$ cat config.mk
export PLATFORM = sky130hd
export DESIGN_NAME = blockxfer_seq
export DESIGN_NICKNAME = d
export VERILOG_FILES = /design/src/rtl/blockxfer_seq_pkg.sv /design/src/rtl/blockxfer_seq_popcount16.sv /design/src/rtl/blockxfer_seq.sv
export SDC_FILE = /design/constraint.sdc
export NUM_CORES = 1
export LEC_CHECK = 0
export ABC_AREA = 1
export CAP_MARGIN = 20
export CORE_ASPECT_RATIO = 1.5
export CORE_MARGIN = 2
export CORE_UTILIZATION = 43
export DETAILED_ROUTE_END_ITERATION = 10
export GPL_TIMING_DRIVEN = 0
export PLACE_DENSITY = 0.66
export SYNTH_ARGS = -nofsm -noshare
export SYNTH_HDL_FRONTEND = slang
export SYNTH_SLANG_ARGS = --single-unit
$ cat constraint.sdc
create_clock -name clk -period 6.4 [get_ports clk]
set_clock_uncertainty 0.05 [all_clocks]
set_input_delay 1.92 -clock clk [delete_from_list [all_inputs] [get_ports clk]]
set_output_delay 1.92 -clock clk [all_outputs]
set_load 0.02 [all_outputs]
$ cat src/rtl/blockxfer_seq_pkg.sv
// Shared constants for the block-transfer sequencer: instruction field positions and FSM states.
// Extends the ARM constant set with the LDM/STM bit layout.
package blockxfer_seq_pkg;

    localparam int unsigned BDT_P = 24;
    localparam int unsigned BDT_U = 23;
    localparam int unsigned BDT_S = 22;
    localparam int unsigned BDT_W = 21;
    localparam int unsigned BDT_L = 20;

    localparam int unsigned BDT_RN_MSB = 19;
    localparam int unsigned BDT_RN_LSB = 16;

    typedef enum logic [1:0] {
        StIdle = 2'd0,
        StXfer = 2'd1,
        StWb   = 2'd2,
        StDone = 2'd3
    } bxfer_state_e;

endpackage

$ cat src/rtl/blockxfer_seq_popcount16.sv
// Population count of a 16-bit register list, yielding 0..16.
module blockxfer_seq_popcount16 (
    input  logic [15:0] bits,
    output logic [4:0]  count
);

    always_comb begin
        count = '0;
        for (int i = 0; i < 16; i++) begin
            count = count + {4'd0, bits[i]};
        end
    end

endmodule

$ cat src/rtl/blockxfer_seq.sv
// LDM/STM sequencer: accepts a decoded block transfer, issues one beat per listed register in
// ascending order at ascending addresses, then emits base writeback and a retire pulse.
module blockxfer_seq
    import blockxfer_seq_pkg::*;
#(
    parameter int unsigned FORCE_ALIGN = 1
) (
    input  logic        clk,
    input  logic        rst_n,

    input  logic        start_valid,
    output logic        start_ready,
    input  logic [31:0] insn,
    input  logic [31:0] base,
    output logic        stall,

    output logic        xfer_valid,
    input  logic        xfer_ready,
    output logic [3:0]  xfer_reg,
    output logic [31:0] xfer_addr,
    output logic        xfer_load,
    output logic        xfer_user,
    output logic        xfer_pc,
    output logic        xfer_last,

    output logic        wb_valid,
    output logic [3:0]  wb_reg,
    output logic [31:0] wb_data,
    output logic        done
);

    localparam logic [31:0] AddrMask = (FORCE_ALIGN != 0) ? 32'hFFFF_FFFC : 32'hFFFF_FFFF;

    bxfer_state_e state_q, state_d;

    logic [15:0] mask_q;
    logic [31:0] addr_q;
    logic [31:0] final_q;
    logic [3:0]  rn_q;
    logic        load_q;
    logic        user_q;
    logic        wback_q;
    logic        rn_in_list_q;

    logic [15:0] list;
    logic [3:0]  rn;
    logic [4:0]  n;
    logic [31:0] span;
    logic [31:0] start_addr;
    logic [31:0] final_base;
    logic        accept;
    logic        beat;
    logic [3:0]  cur_reg;
    logic        last_beat;

    logic        unused_insn;
    assign unused_insn = ^insn[31:25];

    assign list = insn[15:0];
    assign rn   = insn[BDT_RN_MSB:BDT_RN_LSB];

    blockxfer_seq_popcount16 u_popcount (
        .bits  (list),
        .count (n)
    );

    assign span = {25'd0, n, 2'b00};

    always_comb begin
        unique case ({insn[BDT_P], insn[BDT_U]})
            2'b01:   start_addr = base;
            2'b11:   start_addr = base + 32'd4;
            2'b00:   start_addr = base - span + 32'd4;
            default: start_addr = base - span;
        endcase
        final_base = insn[BDT_U] ? (base + span) : (base - span);
    end

    assign accept = (state_q == StIdle) && start_valid;
    assign beat   = (state_q == StXfer) && xfer_ready;

    // Lowest set bit of the remaining mask selects the register for the current beat.
    always_comb begin
        cur_reg = '0;
        for (int i = 15; i >= 0; i--) begin
            if (mask_q[i]) begin
                cur_reg = 4'(i);
            end
        end
    end

    assign last_beat = (mask_q != 16'd0) && ((mask_q & (mask_q - 16'd1)) == 16'd0);

    // State register
    always_ff @(posedge clk or negedge rst_n) begin
        if (!rst_n) begin
            state_q <= StIdle;
        end else begin
            state_q <= state_d;
        end
    end

    // Next-state logic
    always_comb begin
        state_d = state_q;
        unique case (state_q)
            StIdle: begin
                if (start_valid) begin
                    if (n != 5'd0) begin
                        state_d = StXfer;
                    end else if (insn[BDT_W]) begin
                        state_d = StWb;
                    end else begin
                        state_d = StDone;
                    end
                end
            end
            StXfer: begin
                if (xfer_ready && last_beat) begin
                    state_d = wback_q ? StWb : StDone;
                end
            end
            StWb:    state_d = StIdle;
            StDone:  state_d = StIdle;
            default: state_d = StIdle;
        endcase
    end

    always_ff @(posedge clk or negedge rst_n) begin
        if (!rst_n) begin
            mask_q       <= '0;
            addr_q       <= '0;
            final_q      <= '0;
            rn_q         <= '0;
            load_q       <= 1'b0;
            user_q       <= 1'b0;
            wback_q      <= 1'b0;
            rn_in_list_q <= 1'b0;
        end else if (accept) begin
            mask_q       <= list;
            addr_q       <= start_addr;
            final_q      <= final_base;
            rn_q         <= rn;
            load_q       <= insn[BDT_L];
            user_q       <= insn[BDT_S];
            wback_q      <= insn[BDT_W];
            // A loaded Rn overrides the writeback value.
            rn_in_list_q <= insn[BDT_L] && list[rn];
        end else if (beat) begin
            mask_q <= mask_q & ~(16'd1 << cur_reg);
            addr_q <= addr_q + 32'd4;
        end
    end

    // Output logic
    always_comb begin
        start_ready = (state_q == StIdle);
        stall       = (state_q != StIdle);
        xfer_valid  = 1'b0;
        xfer_reg    = '0;
        xfer_addr   = '0;
        xfer_load   = load_q;
        xfer_user   = user_q;
        xfer_pc     = 1'b0;
        xfer_last   = 1'b0;
        wb_valid    = 1'b0;
        wb_reg      = '0;
        wb_data     = '0;
        done        = 1'b0;
        unique case (state_q)
            StXfer: begin
                xfer_valid = 1'b1;
                xfer_reg   = cur_reg;
                xfer_addr  = addr_q & AddrMask;
                xfer_last  = last_beat;
                xfer_pc    = load_q && (cur_reg == 4'd15);
            end
            StWb: begin
                wb_valid = !rn_in_list_q;
                wb_reg   = rn_q;
                wb_data  = final_q;
                done     = 1'b1;
            end
            StDone: begin
                done = 1'b1;
            end
            default: ;
        endcase
    end

endmodule

Word level (Yosys, flattened, before mapping)
Cells that the tools add are included.
Storage, ports and cells
  register bits after elaboration: 90
  input port bits: 68
  output and inout port bits: 81
  logic and storage cells: 98
Operators by class
  add/sub/neg operators: 21
  order comparisons: 1
  equality and inequality tests: 8
  shift-type cells: 1
  muxes and demuxes: 39
  bitwise logic cells: 3
  reduce and logical (&&, ||, !) cells: 16
Operators with widths (count)
  two-way mux 32 bit: 5
  adder 32 x 3 -> 32 bit, second input constant: 3
  case mux 32 bit (3 select lines): 1
  two-way mux 4 bit: 18
  adder 5 x 1 -> 5 bit: 14
  adder 32 x 7 -> 32 bit: 1
  AND 16 bit: 2
  two-way mux 16 bit: 2
  subtractor 32 x 7 -> 32 bit: 1
  zero test 16 bit: 1
  inverter 16 bit: 1
  nonzero test 16 bit: 1
  << shifter 1 x 4 -> 16 bit, first input constant: 1
  subtractor 16 x 1 -> 16 bit, second input constant: 1
  two-way mux 1 bit: 8
  == test 2 bit, second input constant: 3
  logical AND 1 bit: 6
  two-way mux 2 bit: 3
  case mux 2 bit (3 select lines): 1
  less-than comparator 4 x 5 -> 1 bit, second input constant: 1
  nonzero test 5 bit: 1
  binary-select mux 1 bit (select 4 bit): 1
  == test 2 x 1 -> 1 bit, second input constant: 2
  == test 4 bit, second input constant: 1
  8 further kinds: 10

Depth between registers and ports, before layout
  word-level depth: 21
  mapped depth: 37
  gate-level depth less buffers: 36

By module
Synthesis repeated with hierarchy kept, for this count alone.
Second synthesis, totals
  cells, all modules: 1690
  area, all modules: 10267.3 sq um
By module, submodules not included
  blockxfer_seq: instances 1, cells an instance 1638, area an instance 9853.2 sq um, seq. area each 2202.1 sq um
  blockxfer_seq_popcount16: instances 1, cells an instance 52, area an instance 414.1 sq um, seq. area each 0.0 sq um

Worst setup path before layout
OpenSTA, ideal clock, no wires.
  path type: input to register
  start: input insn[0]
  end: register addr_q[24]
  library setup time: 73 ps
  arrival time: 7327 ps
  data required time: 6277 ps
  slack: -1050 ps
  stages on the path: 28
  path buffers: 0
  cells stage by stage: ha_1 -> inv_1 -> fa_1 -> inv_1 -> fa_1 -> fa_1 -> inv_1 -> fa_1 -> fa_1 -> fa_1 -> inv_1 -> fa_1 -> o21ai_2 -> ha_1 -> inv_1 -> a21oi_1 -> nand3_1 -> nor2_2 -> nand3_1 -> inv_1 -> nand3_4 -> nor2_4 -> nand2_1 -> nand2_1 -> nand3_1 -> nand2_1 -> nand2_1 -> a21oi_2
On the way
  cells in the longest elaborated chain, start to end: 19
RTL lines
  from (decl): line blockxfer_seq.sv:13  | input logic [31:0] insn,
  adder 1 x 1 -> 2 bit (*): line blockxfer_seq_popcount16.sv:10  | count = count + {4'd0, bits[i]};
  adder 5 x 1 -> 5 bit (*) (14 in series): line blockxfer_seq_popcount16.sv:10
  subtractor 32 x 7 -> 32 bit (*): line blockxfer_seq.sv:73, blockxfer_seq.sv:74
  adder 32 x 3 -> 32 bit: line blockxfer_seq.sv:73  | 2'b00: start_addr = base - span + 32'd4;
  case mux 32 bit (3 select lines) (*): line blockxfer_seq.sv:70  | unique case ({insn[BDT_P], insn[BDT_U]})
  two-way mux 32 bit (*): line blockxfer_seq.sv:139  | end else if (accept) begin
  to (signal assigned): line blockxfer_seq.sv:141  | addr_q <= start_addr;
  to (signal assigned): line blockxfer_seq.sv:151  | addr_q <= addr_q + 32'd4;
  to (decl): line blockxfer_seq.sv:37  | logic [31:0] addr_q;
Mark *: on every way between the ends. The rest lies on a longest branch, timed or not.
A chain may end at the register's enable or synchronous reset.

Worst setup path after layout
  start: input insn[1]
  end: register final_q[28]
On the way
  cells in the longest elaborated chain, start to end: 17
  elaborated cells between the ends (all ways): 18
  classes of those cells: 17 x add/sub; 1 x mux
RTL lines
  adder 1 x 1 -> 2 bit (*): line blockxfer_seq_popcount16.sv:10
  adder 5 x 1 -> 5 bit (*) (14 in series): line blockxfer_seq_popcount16.sv:10
  subtractor 32 x 7 -> 32 bit / adder 32 x 7 -> 32 bit (equally long branches): line blockxfer_seq.sv:76  | final_base = insn[BDT_U] ? (base + span) : (base - span);
  two-way mux 32 bit (*): line blockxfer_seq.sv:76
  to (signal assigned): line blockxfer_seq.sv:142  | final_q <= final_base;
  to (decl): line blockxfer_seq.sv:38  | logic [31:0] final_q;
Marks and branches as above.

==> reports/summary.txt <==
Clock Latency Late Sink = 0.36 ns
post-synthesis cell type count = 61
Critical R2R Launch = mask_q[0]
yosys warns = 0
syn_area_per_cell = 6.13 sq um
WHS Endpoint = xfer_user
CP Max Fanout = 8
Crit path largest cell delay = 0.53 ns
Placed Instance Area = 12100 sq um
Reg2Reg Depth = 11
drc violations = 0
cts bufs inserted = 9
VDD IR-drop max = 0.204 mV
Max stage delay cell, worst path = fa_1
Hold Path Stages = 2
number of hold buffers added after cts = 0
Power Dens Cells = 385 nW/um^2
drt total wl = 50600 microns
drt first pass iters = 7
reg-to-reg slack, setup = 2.96 ns
GPL Wtd Cong = 1.02
CP required = 6.62 ns
Layout Cells excl Fill = 2232
# clock sinks = 88
most area-hungry cell type in the Yosys netlist = dfrtp_1
largest net degree at the start of global routing = 68
Syn-to-layout area delta = 41.3%
CP top delay family = adder cells
Final ANT Viol Nets = 0
height of the die = 193 microns
Final min period = 7.60 ns
Port Buffers = 127
CTS tree = yes
unrepaired setup endpoints after global routing = true
share of Yosys cell area claimed by the top area cell type = 21.5%
die width = 130 microns
Inserted Diodes = 0
PnR worst setup slack = -1.20 ns
HPWL after DPL = 39400 microns
Util after Layout = 61.3%
drt first-iter violations = 956
core footprint = 23600 sq um
Synth Cell Area = 10200 sq um
Vias/cell = 5.82
Clock transition at path regs = 0.06 ns
Cells after Synth = 1669
max cap viols = 0
worst-margin pin slew = 1.10 ns
placed cell count = 2117
Slew headroom = 24.9%
Hold Vio Cnt, Final = 0
routed len/inst = 22.7 microns
Longest Clk Path Bufs = 2
top post-synthesis cells by area = dfrtp_1 22%, nand2_1 14%, nor2_1 8.1%, inv_1 8.0%, nand3_1 6.6%
Seq/Total Area, Yosys = 21.5%
fin nets = 2009
failing checks = setup timing
first-pass GRT wire length = 74900 microns
Crit Path Class = input pin to flip-flop
dpl ws = -2.43 ns
CP Capture Type = flip-flop
Setup Viol. Count Final = 57
GRT Total Usage = 40.6%
Final Max Slew Viols = 0
vias in the first global route = 12700
detailed-route via count = 13000
die area = 25100 sq um
row cnt = 69
Final period util = 119%
Lkg Pwr = 6.43 nW
initial antenna violation count = 0
CTS H-tree lvls = 3
CTS root buf = clkbuf_16
layout cells sized above 1 = 25.4%
HP Class = flip-flop to flip-flop
crit path launch type = input pin
Starting Density = 43.4%
register bit count reported by yosys = 88
Critical path buffers and inverters = 10
Worst Hold Launch = xfer_user
remaining global-route overflow = 0
CP arrival = 7.82 ns
cell area after layout = 14400 sq um
R2R Path End = state_q[0]
IO Pins = 149
status = finished, violations left
maximum clock rate = 132 MHz
==> Yosys cell counts (all sizes together) <==
cell           n
clkinv         4
o311ai         2
o21bai         3
ha            21
a211oi         5
nor4           9
nand2        418
nor3          31
buf           26
a21oi        103
o22ai         10
o221ai        11
or2            4
xor2          27
fa            12
o211ai        19
conb           1
a22o           2
a31oi         19
o31ai          2
a2111oi        1
o21ai        125
clkbuf        46
and2           3
o21a           2
dfrtp         88
and3           1
dlygate4sd3    1
nand3        147
a221oi         3
nand3b         1
a22oi          6
nand4         33
a21o           1
nor2         253
inv          227
xnor2          2
==> metal layers <==
| metal | wire, microns | GRT usage [%] | vias to the layer above |
|---|---|---|---|
| met2 | 24600 | 69.8 | 666 |
| li1 | - | - | 5933 |
| met1 | 17500 | 43.0 | 6109 |
| met4 | 5650 | 36.1 | 0 |
| met5 | 0 | 0 | - |
| met3 | 2900 | 4.77 | 275 |
==> how the worst max path moves through the flow <==
| stage | slack, ns | endpoint | depth (start not counted) | startpoint |
|---|---|---|---|---|
| detailed placement | -2.43 | final_q[30] | 25 | insn[0] |
| finish | -1.20 | final_q[28] | 31 | insn[1] |
| global placement | -2.35 | addr_q[14] | 33 | insn[0] |
| global route | -1.41 | addr_q[23] | 37 | insn[1] |
| floorplan | -0.91 | addr_q[31] | 36 | insn[1] |
| CTS | -1.07 | addr_q[21] | 35 | insn[0] |
==> placed cells by master (no fill, tap or decap), types with 19 or more instances in the layout <==
cell,synthesis,routed
a21oi_1,100,73
a21oi_2,2,23
a31oi_1,19,19
buf_4,4,79
buf_6,7,29
clkbuf_1,42,45
clkdlybuf4s50_1,0,119
dfrtp_1,88,88
inv_1,218,206
nand2_1,377,306
nand2_2,30,72
nand2_4,10,37
nand3_1,134,97
nand3_2,9,32
nand4_1,32,32
nor2_1,220,190
nor2_2,16,22
nor2_4,15,39
nor3_1,30,23
o211ai_1,19,19
o21ai_0,109,59
o21ai_1,12,39
o21ai_2,4,24
xor2_1,27,22
==> layout make-up <==
| type | instances | area (sq um) |
|---|---|---|
| fill | 2330 | 9120 |
| inverter | 231 | 893 |
| sequential | 88 | 2200 |
| multi-input combinational | 1278 | 8120 |
| timing repair buffer | 227 | 2160 |
| buffer | 73 | 394 |
| clock buffer | 12 | 236 |
| tap | 319 | 399 |
| clock inverter | 4 | 45.0 |
==> kinds of logic after synthesis <==
logic type	share of synthesized area, %
simple gates	41.0
compound gates	17.7
buf+inv	12.3
flops	21.5
fa+ha+maj	4.92
xor+xnor	2.48
other cells	0.0367
==> tightest hold or removal path: stages (launching register included) <==
cell and delay (ns):
dfrtp_1 0.35, nand2_1 0.05, nand2_1 0.05
==> where the power goes <==
part	internal (W)	switching (W)
clock	0.000301	0.000236
sequential	0.000826	0.000194
combinational	0.00153	0.00247
total	0.00266	0.00290
==> flip-flops by register name (all words and copies together), names as in the netlist <==
register / flops
final_q: 32
addr_q: 30
mask_q: 16
rn_q: 4
state_q: 2
rn_in_list_q: 1
wback_q: 1
xfer_load: 1
xfer_user: 1
==> metrics by stage <==
stage / hold slack [ns] / power (W) / setup TNS [ns]
after floorplan: 0.400 / 0.00305 / -34.66
after global placement: 0.408 / 0.00412 / -107.06
after detailed placement: 0.415 / 0.00417 / -109.55
after CTS: 0.432 / 0.00532 / -44.63
after global routing: 0.460 / 0.00589 / -62.80
final: 0.429 / 0.00556 / -49.94
==> repair_timing <==
action	CTS	global route
pin swaps	111	75
endpoints found under the setup margin	59	58
gates resized for setup	292	88
setup buffers	78	22
(Power assumes the default switching activity.)
